[src/rtl/grng_feed_scheduler.sv]
// Purpose : gathers seven entropy words into a 56-bit probability pool, runs one
//           decision-tree sample per pool and delivers it to one of NREQ requesters
//           chosen round-robin.
// Latency : a request seen while the pool is full gives out_valid two edges later.
//           With continuous entropy and requests, one sample every 10 cycles.
// Backpressure: ent_ready is high only while filling. A held sample waits
//           indefinitely for its grantee's req, and nobody else is served meanwhile.
//
// Ports:
//   clk, rst_n          clock, asynchronous active-low reset
//   ent_data/valid/rdy  entropy word input (valid/ready handshake)
//   tree_pbits          probability-bit pool to the sampler
//   tree_result         combinational sampler output for tree_pbits
//   req[NREQ]           per-requester level request, also the requester's ready
//   out_valid[NREQ]     one-hot offer of out_data
//   out_data            registered sample
//   samples_issued      wrapping count of completed deliveries
module grng_feed_scheduler #(
    parameter int NREQ  = 2,
    parameter int CNT_W = 16
) (
    input  logic             clk,
    input  logic             rst_n,
    input  logic [7:0]       ent_data,
    input  logic             ent_valid,
    output logic             ent_ready,
    output logic [55:0]      tree_pbits,
    input  logic [7:0]       tree_result,
    input  logic [NREQ-1:0]  req,
    output logic [NREQ-1:0]  out_valid,
    output logic [7:0]       out_data,
    output logic [CNT_W-1:0] samples_issued
);

    localparam int PW = (NREQ > 1) ? $clog2(NREQ) : 1;

    if (NREQ < 2 || NREQ > 8) begin : g_nreq_range
        $error("grng_feed_scheduler: NREQ must be in 2..8");
    end

    typedef enum logic [1:0] {
        S_FILL  = 2'd0,
        S_READY = 2'd1,
        S_EVAL  = 2'd2,
        S_HOLD  = 2'd3
    } state_e;

    state_e           state_q, state_d;
    logic [2:0]       k_q, k_d;
    logic [55:0]      pool_q, pool_d;
    logic [PW-1:0]    ptr_q, ptr_d;
    logic [PW-1:0]    gnt_q, gnt_d;
    logic [7:0]       data_q, data_d;
    logic [CNT_W-1:0] cnt_q, cnt_d;
    logic [PW-1:0]    rr_pick;

    // (base + off) mod NREQ for off in 0..NREQ-1; NREQ need not be a power of two.
    function automatic logic [PW-1:0] wrap_idx(input logic [PW-1:0] base, input int off);
        int s;
        s = int'(base) + off;
        if (s >= NREQ) begin
            s = s - NREQ;
        end
        return PW'(s);
    endfunction

    // Round-robin pick: scanning offsets from high to low and overwriting means
    // the smallest offset from ptr with an active req wins.
    always_comb begin
        rr_pick = ptr_q;
        for (int i = NREQ - 1; i >= 0; i--) begin
            if (req[wrap_idx(ptr_q, i)]) begin
                rr_pick = wrap_idx(ptr_q, i);
            end
        end
    end

    // Pool byte fields seen by the sampler: pbits7=pool[0], pbits6=pool[1],
    // pbits5=pool[3:2], pbits4=pool[7:4], pbits3=pool[15:8], pbits2=pool[31:16],
    // pbits1=pool[47:32], pbits0=pool[55:48]. The whole pool is driven as-is.
    assign tree_pbits     = pool_q;
    assign out_data       = data_q;
    assign samples_issued = cnt_q;

    always_comb begin
        state_d   = state_q;
        k_d       = k_q;
        pool_d    = pool_q;
        ptr_d     = ptr_q;
        gnt_d     = gnt_q;
        data_d    = data_q;
        cnt_d     = cnt_q;
        ent_ready = 1'b0;
        out_valid = '0;

        case (state_q)
            S_FILL: begin
                ent_ready = 1'b1;
                if (ent_valid) begin
                    pool_d[{k_q, 3'b000} +: 8] = ent_data;
                    k_d = k_q + 3'd1;
                    if (k_q == 3'd6) begin
                        state_d = S_READY;
                    end
                end
            end
            S_READY: begin
                // Arbitration happens only here; req is ignored for it elsewhere.
                if (|req) begin
                    gnt_d   = rr_pick;
                    state_d = S_EVAL;
                end
            end
            S_EVAL: begin
                data_d  = tree_result;
                state_d = S_HOLD;
            end
            S_HOLD: begin
                out_valid[gnt_q] = 1'b1;
                if (req[gnt_q]) begin
                    ptr_d   = wrap_idx(gnt_q, 1);
                    cnt_d   = cnt_q + CNT_W'(1);
                    k_d     = 3'd0;
                    state_d = S_FILL;
                end
            end
            default: begin
                state_d = S_FILL;
            end
        endcase
    end

    always_ff @(posedge clk or negedge rst_n) begin
        if (!rst_n) begin
            state_q <= S_FILL;
            k_q     <= 3'd0;
            pool_q  <= '0;
            ptr_q   <= '0;
            gnt_q   <= '0;
            data_q  <= '0;
            cnt_q   <= '0;
        end else begin
            state_q <= state_d;
            k_q     <= k_d;
            pool_q  <= pool_d;
            ptr_q   <= ptr_d;
            gnt_q   <= gnt_d;
            data_q  <= data_d;
            cnt_q   <= cnt_d;
        end
    end

endmodule

[config.mk]
export PLATFORM = sky130hd
export DESIGN_NAME = grng_feed_scheduler
export DESIGN_NICKNAME = d
export VERILOG_FILES = /design/src/rtl/grng_feed_scheduler.sv
export SDC_FILE = /design/constraint.sdc
export NUM_CORES = 1
export LEC_CHECK = 0
export CAP_MARGIN = 20
export CORE_UTILIZATION = 30
export CTS_BUF_LIST = sky130_fd_sc_hd__clkbuf_16
export CTS_CLUSTER_SIZE = 20
export DETAILED_ROUTE_END_ITERATION = 6
export PLACE_DENSITY_LB_ADDON = 0.2
export SETUP_SLACK_MARGIN = 0.5
export SLEW_MARGIN = 30
export SYNTH_ARGS = -nofsm -noshare
export SYNTH_HDL_FRONTEND = slang
export SYNTH_SLANG_ARGS = --single-unit
[constraint.sdc]
create_clock -name clk -period 2.3 [get_ports clk]
set_clock_uncertainty 0.05 [all_clocks]
set_input_delay 0.46 -clock clk [delete_from_list [all_inputs] [get_ports clk]]
set_output_delay 0.46 -clock clk [all_outputs]
set_load 0.01 [all_outputs]
==> metrics.md, run 1 <==
| Metric | Value |
|---|---|
| CTS Sinks | 87 |
| Post-detail-place hpwl | 6429 um |
| Mean Syn Cell Area | 12.70 um2 |
| Crit Path Max Fanout | 8 |
| IO Pins | 104 |
| Max Slew Vio Count | 0 |
| Initial antenna violation count | 0 |
| Final setup fails | 0 |
| #FFs+latches synth | 87 |
| Placer Congestion | 0.7655 |
| Final worst slack | 343.8 ps |
| Final Cycle Share | 0.8505 |
| CTS tree | yes |
| Rows | 40 |
| Antenna viol nets, final | 0 |
| Hold slack | 20.64 ps |
| CP startpoint kind | flop |
| Share of layout cells above drive strength 1 | 0.2995 |
| RSZ-0062 raised after global routing | true |
| Max_cap viols | 0 |
| Crit-path leading delay family | simple AND/OR/NAND/NOR gates |
| Vias per cell | 4.563 |
| Vias | 2747 |
| Fmax | 511.2 MHz |
| Vias in the first global route | 2747 |
| Setup crit end kind | flop |
| Final non-filler cell area | 0.005771 mm2 |
| Yosys cell types | 33 |
| TNS Setup | 0 ps |
| Port Buffers | 103 |
| DP Worst Slack | 75.44 ps |
| H-tree levels | 3 |
| Top cell type by total area after synthesis | dfrtp_1 |
| VDD IR max | 0.7028 mV |
| Buffer depth of the longest clock path | 2 |
| Slew of the pin with the lowest slew margin | 527.0 ps |
| Die Width | 114.3 um |
| Global route hottest layer | met2 |
| CP most frequent cell | ha_4 |
| Clock tree root buffer cell | clkbuf_16 |
| Placed cell area | 0.005170 mm2 |
| GR Overflow Total | 0 |
| DRC Markers | 0 |
| Mapped cell area | 0.003785 mm2 |
| Starting DRT DRC Count | 74 |
| Crit-path cells | inv_6 -> ha_4 -> ha_4 -> nand3_4 -> nor2_4 -> nor4b_4 -> buf_12 -> mux2_4 |
| Min-Delay Path Class | input pin to async pin |
| P_leak | 3.045 nW |
| Routed wire length | 9215 um |
| First-pass GRT wire length | 14800 um |
| Global Route met1 Usage | 0.1932 |
| Clk_lat worst skew | 340 ps |
| WS Path Type | flop to flop |
| Final Hold Viols | 0 |
| Critical-path top delay cell | dfrtp_2 |
| Worst path bufs/invs | 2 |
| Met2 GRT Util | 0.2372 |
| DR pass1 iterations | 4 |
| Synth top area share | 0.5752 |
| Syn Inst Count | 298 |
| Worst EP required | 2480 ps |
| Post-synthesis sequential area ratio | 0.5752 |
| Worst slew margin | 0.6474 |
| Area of the core | 0.01216 mm2 |
| Area contributors post-synth | dfrtp_1 58%, mux2_2 17%, ha_1 4.0% |
| YS warnings | 0 |
| Power density over the cells | 1185 mW/mm2 |
| CP peak stage delay | 390 ps |
| Die area | 0.01307 mm2 |
| Total CTS buffers | 9 |
| Die H | 114.3 um |
| Initial Util | 0.3112 |
| Area Overhead vs Synth | 52.46% |
| Design Power | 6.839 mW |
| CP arrival | 2140 ps |
| Largest net degree at the start of global routing | 38 |
| Met3 usage | 0.05082 |
| Syn_nets | 331 |
| Status | completed |
| Diodes inserted | 0 |
| Reg2reg setup slack | 340 ps |
| Clock-pin slew on the worst setup and hold paths | 70 ps |
| Tmin final | 1956 ps |
| Post-CTS Hold Buffers | 0 |
| WL per Instance | 15.31 um |
| Global Route Usage Sum | 0.1499 |
| Final #Nets | 462 |
-- layout make-up --
class	count	area, um2
clock buffer	9	225.2
clock inverter	7	101.3
fill	1134	6391
inverter	6	30.03
multi-input combinational	198	1730
sequential	87	2181
tap	168	210.2
timing repair buffer	127	1292
-- synth_stat cells --
master and instances:
a21oi_1 3, a221oi_1 1, a22o_1 3, a31oi_1 1
and2_1 11, and3_1 9, and4_1 2, buf_2 1
buf_6 1, clkbuf_1 4, clkbuf_2 1, dfrtp_1 87
ha_1 12, inv_1 6, mux2_2 56, mux2i_1 2
nand2_1 31, nand2b_1 2, nand3_1 11, nand4_1 5
nor2_1 6, nor2_2 1, nor2b_1 2, nor3_1 5
nor3b_1 1, nor4_1 1, nor4b_4 1, o21ai_0 12
o22ai_1 2, o2bb2ai_1 1, or3b_2 2, xnor2_1 11
xor2_1 4
-- state kept, by name, indices dropped and copies added, names as in the netlist --
register	flops
ptr_q	1
gnt_q	1
samples_issued	16
out_data	8
tree_pbits	56
k_q	3
state_q	2
-- repair_timing --
item / 4_1_cts / 5_1_grt
pin swaps: 6 / 5
setup endpoints to repair: 68 / 94
gates cloned: 0 / 0
setup buffers: 11 / 2
gates resized for setup: 41 / 42
-- logic make-up (layout without fill, tap and decap cells) --
family	Yosys count	after routing	share of synthesized area
XOR/XNOR	15	15	0.03471
buffers and inverters	13	149	0.01553
AO/OA/AOI/OAI	23	23	0.03637
flip-flops	87	87	0.5752
multiplexers	58	58	0.1719
AND/OR/NAND/NOR	90	90	0.1266
adder cells (fa/ha/maj)	12	12	0.03967
-- layer usage --
layer	routed length [um]	vias to the layer above
li1	-	1321
met1	4275	1335
met2	4338	84
met3	486	7
met4	114	0
met5	0	-
-- path summary, 6_finish.rpt --
path | from | cells after the start | end
max | k_q[0] | 8 | tree_pbits[39]
min | rst_n | 1 | tree_pbits[54]
max reg2reg | k_q[0] | 8 | tree_pbits[39]
min reg2reg | samples_issued[15] | 1 | samples_issued[15]
max in group asynchronous | rst_n | 2 | out_data[0]
min in group clk | samples_issued[15] | 1 | samples_issued[15]
-- worst reg2reg max path, cell delays in order (launching register included) --
cell and delay (ps):
dfrtp_2 390, inv_6 40, ha_4 160, ha_4 280, nand3_4 70, nor2_4 120, nor4b_4 260, buf_12 180
mux2_4 300
-- power by group --
group	switching, mW	total [mW]	internal, mW	leakage, nW
Combinational	1.30	2.92	1.63	1.74
Sequential	0.295	2.31	2.01	1.15
Clock	0.641	1.61	0.965	0.158
Total	2.23	6.84	4.61	3.05
-- through the flow --
step,utilization,instances
2_1_floorplan,-,298
5_1_grt,0.4745,602
6_report,0.4745,602
3_3_place_gp,0.4251,573
3_5_place_dp,0.4251,573
4_1_cts,0.4645,600
-- placed cells by master (no fill, tap or decap), types with 4 or more instances in the layout --
cell type and n:
xnor2_1 11, clkbuf_16 9, nand3_1 9, nor2_1 5
mux2_2 47, and3_1 9, xor2_1 4, and2_1 11
nand4_1 5, dfrtp_1 84, mux2_4 9, ha_1 8
buf_4 22, dlygate4sd2_1 8, o21ai_0 12, clkdlybuf4s50_1 63
nand2_1 28, dlymetal6s2s_1 28
Note: power is estimated with default switching activity, not from simulation.
==> run 2: changes to the inputs <==
--- a/config.mk
+++ b/config.mk
@@ -10,6 +10,7 @@
 export CTS_BUF_LIST = sky130_fd_sc_hd__clkbuf_16
 export CTS_CLUSTER_SIZE = 20
 export DETAILED_ROUTE_END_ITERATION = 6
+export DONT_BUFFER_PORTS = 1
 export PLACE_DENSITY_LB_ADDON = 0.2
 export SETUP_SLACK_MARGIN = 0.5
 export SLEW_MARGIN = 30
==> run 2 against run 1 <==
Effect of this change:
- the run now ends with negative hold slack left
- first-iteration DRC count down 18%
- clock power is 14% lower
- largest cell class unchanged
- via count decreased by 13%
- sequential share of layout area grew 9.0 points
- wire length decreased by 2.2%
- global-route usage down 0.93 points
- fmax fell by 0.21%
- count of clock-buffer cells in the layout unchanged
- die area stayed put
==> metrics.md, run 2 (synthesized netlist as in run 1, its figures left out) <==
| Metric | Value |
|---|---|
| CTS Sinks | 87 (unchanged) |
| Global Route Usage Sum | 0.1406 (was 0.1499) |
| Commonest cells after routing, fill and taps aside | 85 x dfrtp_1, 46 x mux2_2, 26 x nand2_1, 15 x buf_4, 12 x o21ai_0 (was 84 x dfrtp_1, 63 x clkdlybuf4s50_1, 47 x mux2_2, 28 x nand2_1, 28 x dlymetal6s2s_1) |
| Initial antenna violation count | 0 (unchanged) |
| Vias in the first global route | 2423 (was 2747) |
| WS Path Type | flop to flop (unchanged) |
| Flop pwr share | 0.439 (was 0.338) |
| Fmax | 510.1 MHz (was 511.2 MHz) |
| Slew of the pin with the lowest slew margin | 585.3 ps (was 527.0 ps) |
| Placer Congestion | 0.7256 (was 0.7655) |
| CTS tree | yes (unchanged) |
| Vias | 2377 (was 2747) |
| DRC Markers | 0 (unchanged) |
| GR Overflow Total | 0 (unchanged) |
| Power density over the cells | 1278 mW/mm2 (was 1185 mW/mm2) |
| Starting DRT DRC Count | 61 (was 74) |
| DR pass1 iterations | 4 (unchanged) |
| CP arrival | 2140 ps (about the same) |
| Area of the core | 0.01216 mm2 (unchanged) |
| CP most frequent cell | ha_4 (unchanged) |
| Max_cap viols | 0 (unchanged) |
| Clock tree root buffer cell | clkbuf_16 (unchanged) |
| Fin cells | 496 (was 602) |
| Crit-path leading delay family | adder cells (was simple AND/OR/NAND/NOR gates) |
| Total CTS buffers | 9 (unchanged) |
| Int Pwr | 3.812 mW (was 4.607 mW) |
| Reg2Reg Depth | 8 (unchanged) |
| Reg2reg start | k_q[0] (unchanged) |
| Commonest non-fill, non-tap cell in the layout | dfrtp_1 (unchanged) |
| First-pass GRT wire length | 13620 um (was 14800 um) |
| R2R Path End | tree_pbits[33] (was tree_pbits[39]) |
| P_leak | 2.134 nW (was 3.045 nW) |
| Critical-path top delay cell | dfrtp_2 (unchanged) |
| H-tree levels | 3 (unchanged) |
| Die Width | 114.3 um (unchanged) |
| Worst EP required | 2480 ps (about the same) |
| Min-Delay Path Class | input pin to async pin (unchanged) |
| Final Hold Viols | 87 (was 0) |
| # placed instances | 465 (was 573) |
| Vias per cell | 4.792 (was 4.563) |
| Status | complete, but fails checks (was completed) |
| RSZ-0062 raised after global routing | true (unchanged) |
| Reg2reg setup slack | 340 ps (about the same) |
| CP startpoint kind | flop (unchanged) |
| Setup crit end kind | flop (unchanged) |
| Clock network power share | 0.231 (was 0.235) |
| Rows | 40 (unchanged) |
| Final non-filler cell area | 0.004659 mm2 (was 0.005771 mm2) |
| VDD IR max | 0.5804 mV (was 0.7028 mV) |
| Fill count | 1188 (was 1134) |
| Die area | 0.01307 mm2 (unchanged) |
| Buffer depth of the longest clock path | 2 (unchanged) |
| Hold slack | -240.2 ps (was 20.64 ps) |
| Clock-pin slew on the worst setup and hold paths | 60 ps (was 70 ps) |
| IO Pins | 104 (unchanged) |
| Worst path bufs/invs | 2 (unchanged) |
| Largest net degree at the start of global routing | 88 (was 38) |
| Sw Ratio | 0.3600 (was 0.3264) |
| Port Buffers | 0 (was 103) |
| Die H | 114.3 um (unchanged) |
| WL per Instance | 18.18 um (was 15.31 um) |
| Max Slew Vio Count | 0 (unchanged) |
| Initial Util | 0.3112 (unchanged) |
| Tmin final | 1960 ps (was 1956 ps) |
| Post-detail-place hpwl | 5951 um (was 6429 um) |
| Area Overhead vs Synth | 23.11% (was 52.46%) |
| Failing checks | negative hold slack |
| Final #Nets | 356 (was 462) |
| Max reg flops | 56 (unchanged) |
| Final Cycle Share | 0.8523 (was 0.8505) |
| CP peak stage delay | 400 ps (was 390 ps) |
| Crit-path cells | inv_6 -> ha_4 -> ha_4 -> nand3_4 -> nor2_4 -> nor4b_4 -> buf_6 -> mux2_4 (was inv_6 -> ha_4 -> ha_4 -> nand3_4 -> nor2_4 -> nor4b_4 -> buf_12 -> mux2_4) |
| Final setup fails | 0 (unchanged) |
| Crit Path Max Fanout | 8 (unchanged) |
| Clk_lat worst skew | 340 ps (about the same) |
| Worst slew margin | 0.6084 (was 0.6474) |
| Diodes inserted | 0 (unchanged) |
| Net switching power | 2.144 mW (was 2.233 mW) |
| Logic pwr share | 0.330 (was 0.428) |
| Share of layout cells above drive strength 1 | 0.3841 (was 0.2995) |
| Placed cell area | 0.004079 mm2 (was 0.005170 mm2) |
| Routed wire length | 9016 um (was 9215 um) |
| Antenna viol nets, final | 0 (unchanged) |
run 2: worst reg2reg max path: stages, from the launching register on:
cell and delay, ps:
dfrtp_2 400, inv_6 40, ha_4 160, ha_4 280, nand3_4 70, nor2_4 120
nor4b_4 210, buf_6 200, mux2_4 310
run 2: power by group through the flow:
stage | Combinational [mW] | Sequential, mW | Clock (mW)
2_1_floorplan | 1.20 | 2.51 | 0
3_3_place_gp | 1.41 | 2.62 | 0
3_5_place_dp | 1.46 | 2.63 | 0
4_1_cts | 1.60 | 2.61 | 1.44
5_1_grt | 2.15 | 2.68 | 1.51
6_report | 1.96 | 2.61 | 1.38
run 2: what timing repair did:
item	CTS	global route
gates cloned	0	1
pin swaps	3	16
setup endpoints to repair	54	62
endpoints found under the hold margin	87	87
resized for setup	17	28
setup buffers	3	11
run 2: how the worst max path moves through the flow:
stage,from,to,depth (start not counted)
floorplan,k_q[0],tree_pbits[32],8
finish,k_q[0],tree_pbits[33],8
global route,k_q[1],tree_pbits[37],8
detailed placement,k_q[1],tree_pbits[17],6
global placement,k_q[1],tree_pbits[17],6
CTS,k_q[0],tree_pbits[32],8
run 2: cell type report:
| type | instances | area [um2] | share of cell area |
|---|---|---|---|
| tap | 168 | 210.2 | 0.04511 |
| inverter | 6 | 27.53 | 0.005908 |
| clock inverter | 7 | 56.30 | 0.01208 |
| sequential | 87 | 2180 | 0.4678 |
| timing repair buffer | 20 | 172.7 | 0.03706 |
| clock buffer | 9 | 225.2 | 0.04834 |
| multi-input combinational | 199 | 1788 | 0.3837 |
run 2: metrics by stage:
stage          total power [mW]  setup TNS (ps)  hold slack (ps)  setup WS, ps  utilization
2_1_floorplan             3.715          -247.8            114.4        -30.98            -
3_3_place_gp              4.035               0            116.1         207.8       0.3354
3_5_place_dp              4.092               0            116.1         153.8       0.3354
4_1_cts                   5.651               0           -265.3         322.2       0.3657
5_1_grt                   6.349               0           -280.6         283.4       0.3831
6_report                  5.955               0           -240.2         339.6       0.3831
run 2: layer usage:
| metal | track usage | share of wire | vias up | wire length (um) |
|---|---|---|---|---|
| li1 | - | - | 1088 | - |
| met1 | 0.1651 | 0.41 | 1196 | 3693 |
| met2 | 0.2230 | 0.48 | 85 | 4345 |
| met3 | 0.07358 | 0.096 | 8 | 867 |
| met4 | 0.04156 | 0.012 | 0 | 111 |
| met5 | 0 | 0 | - | 0 |
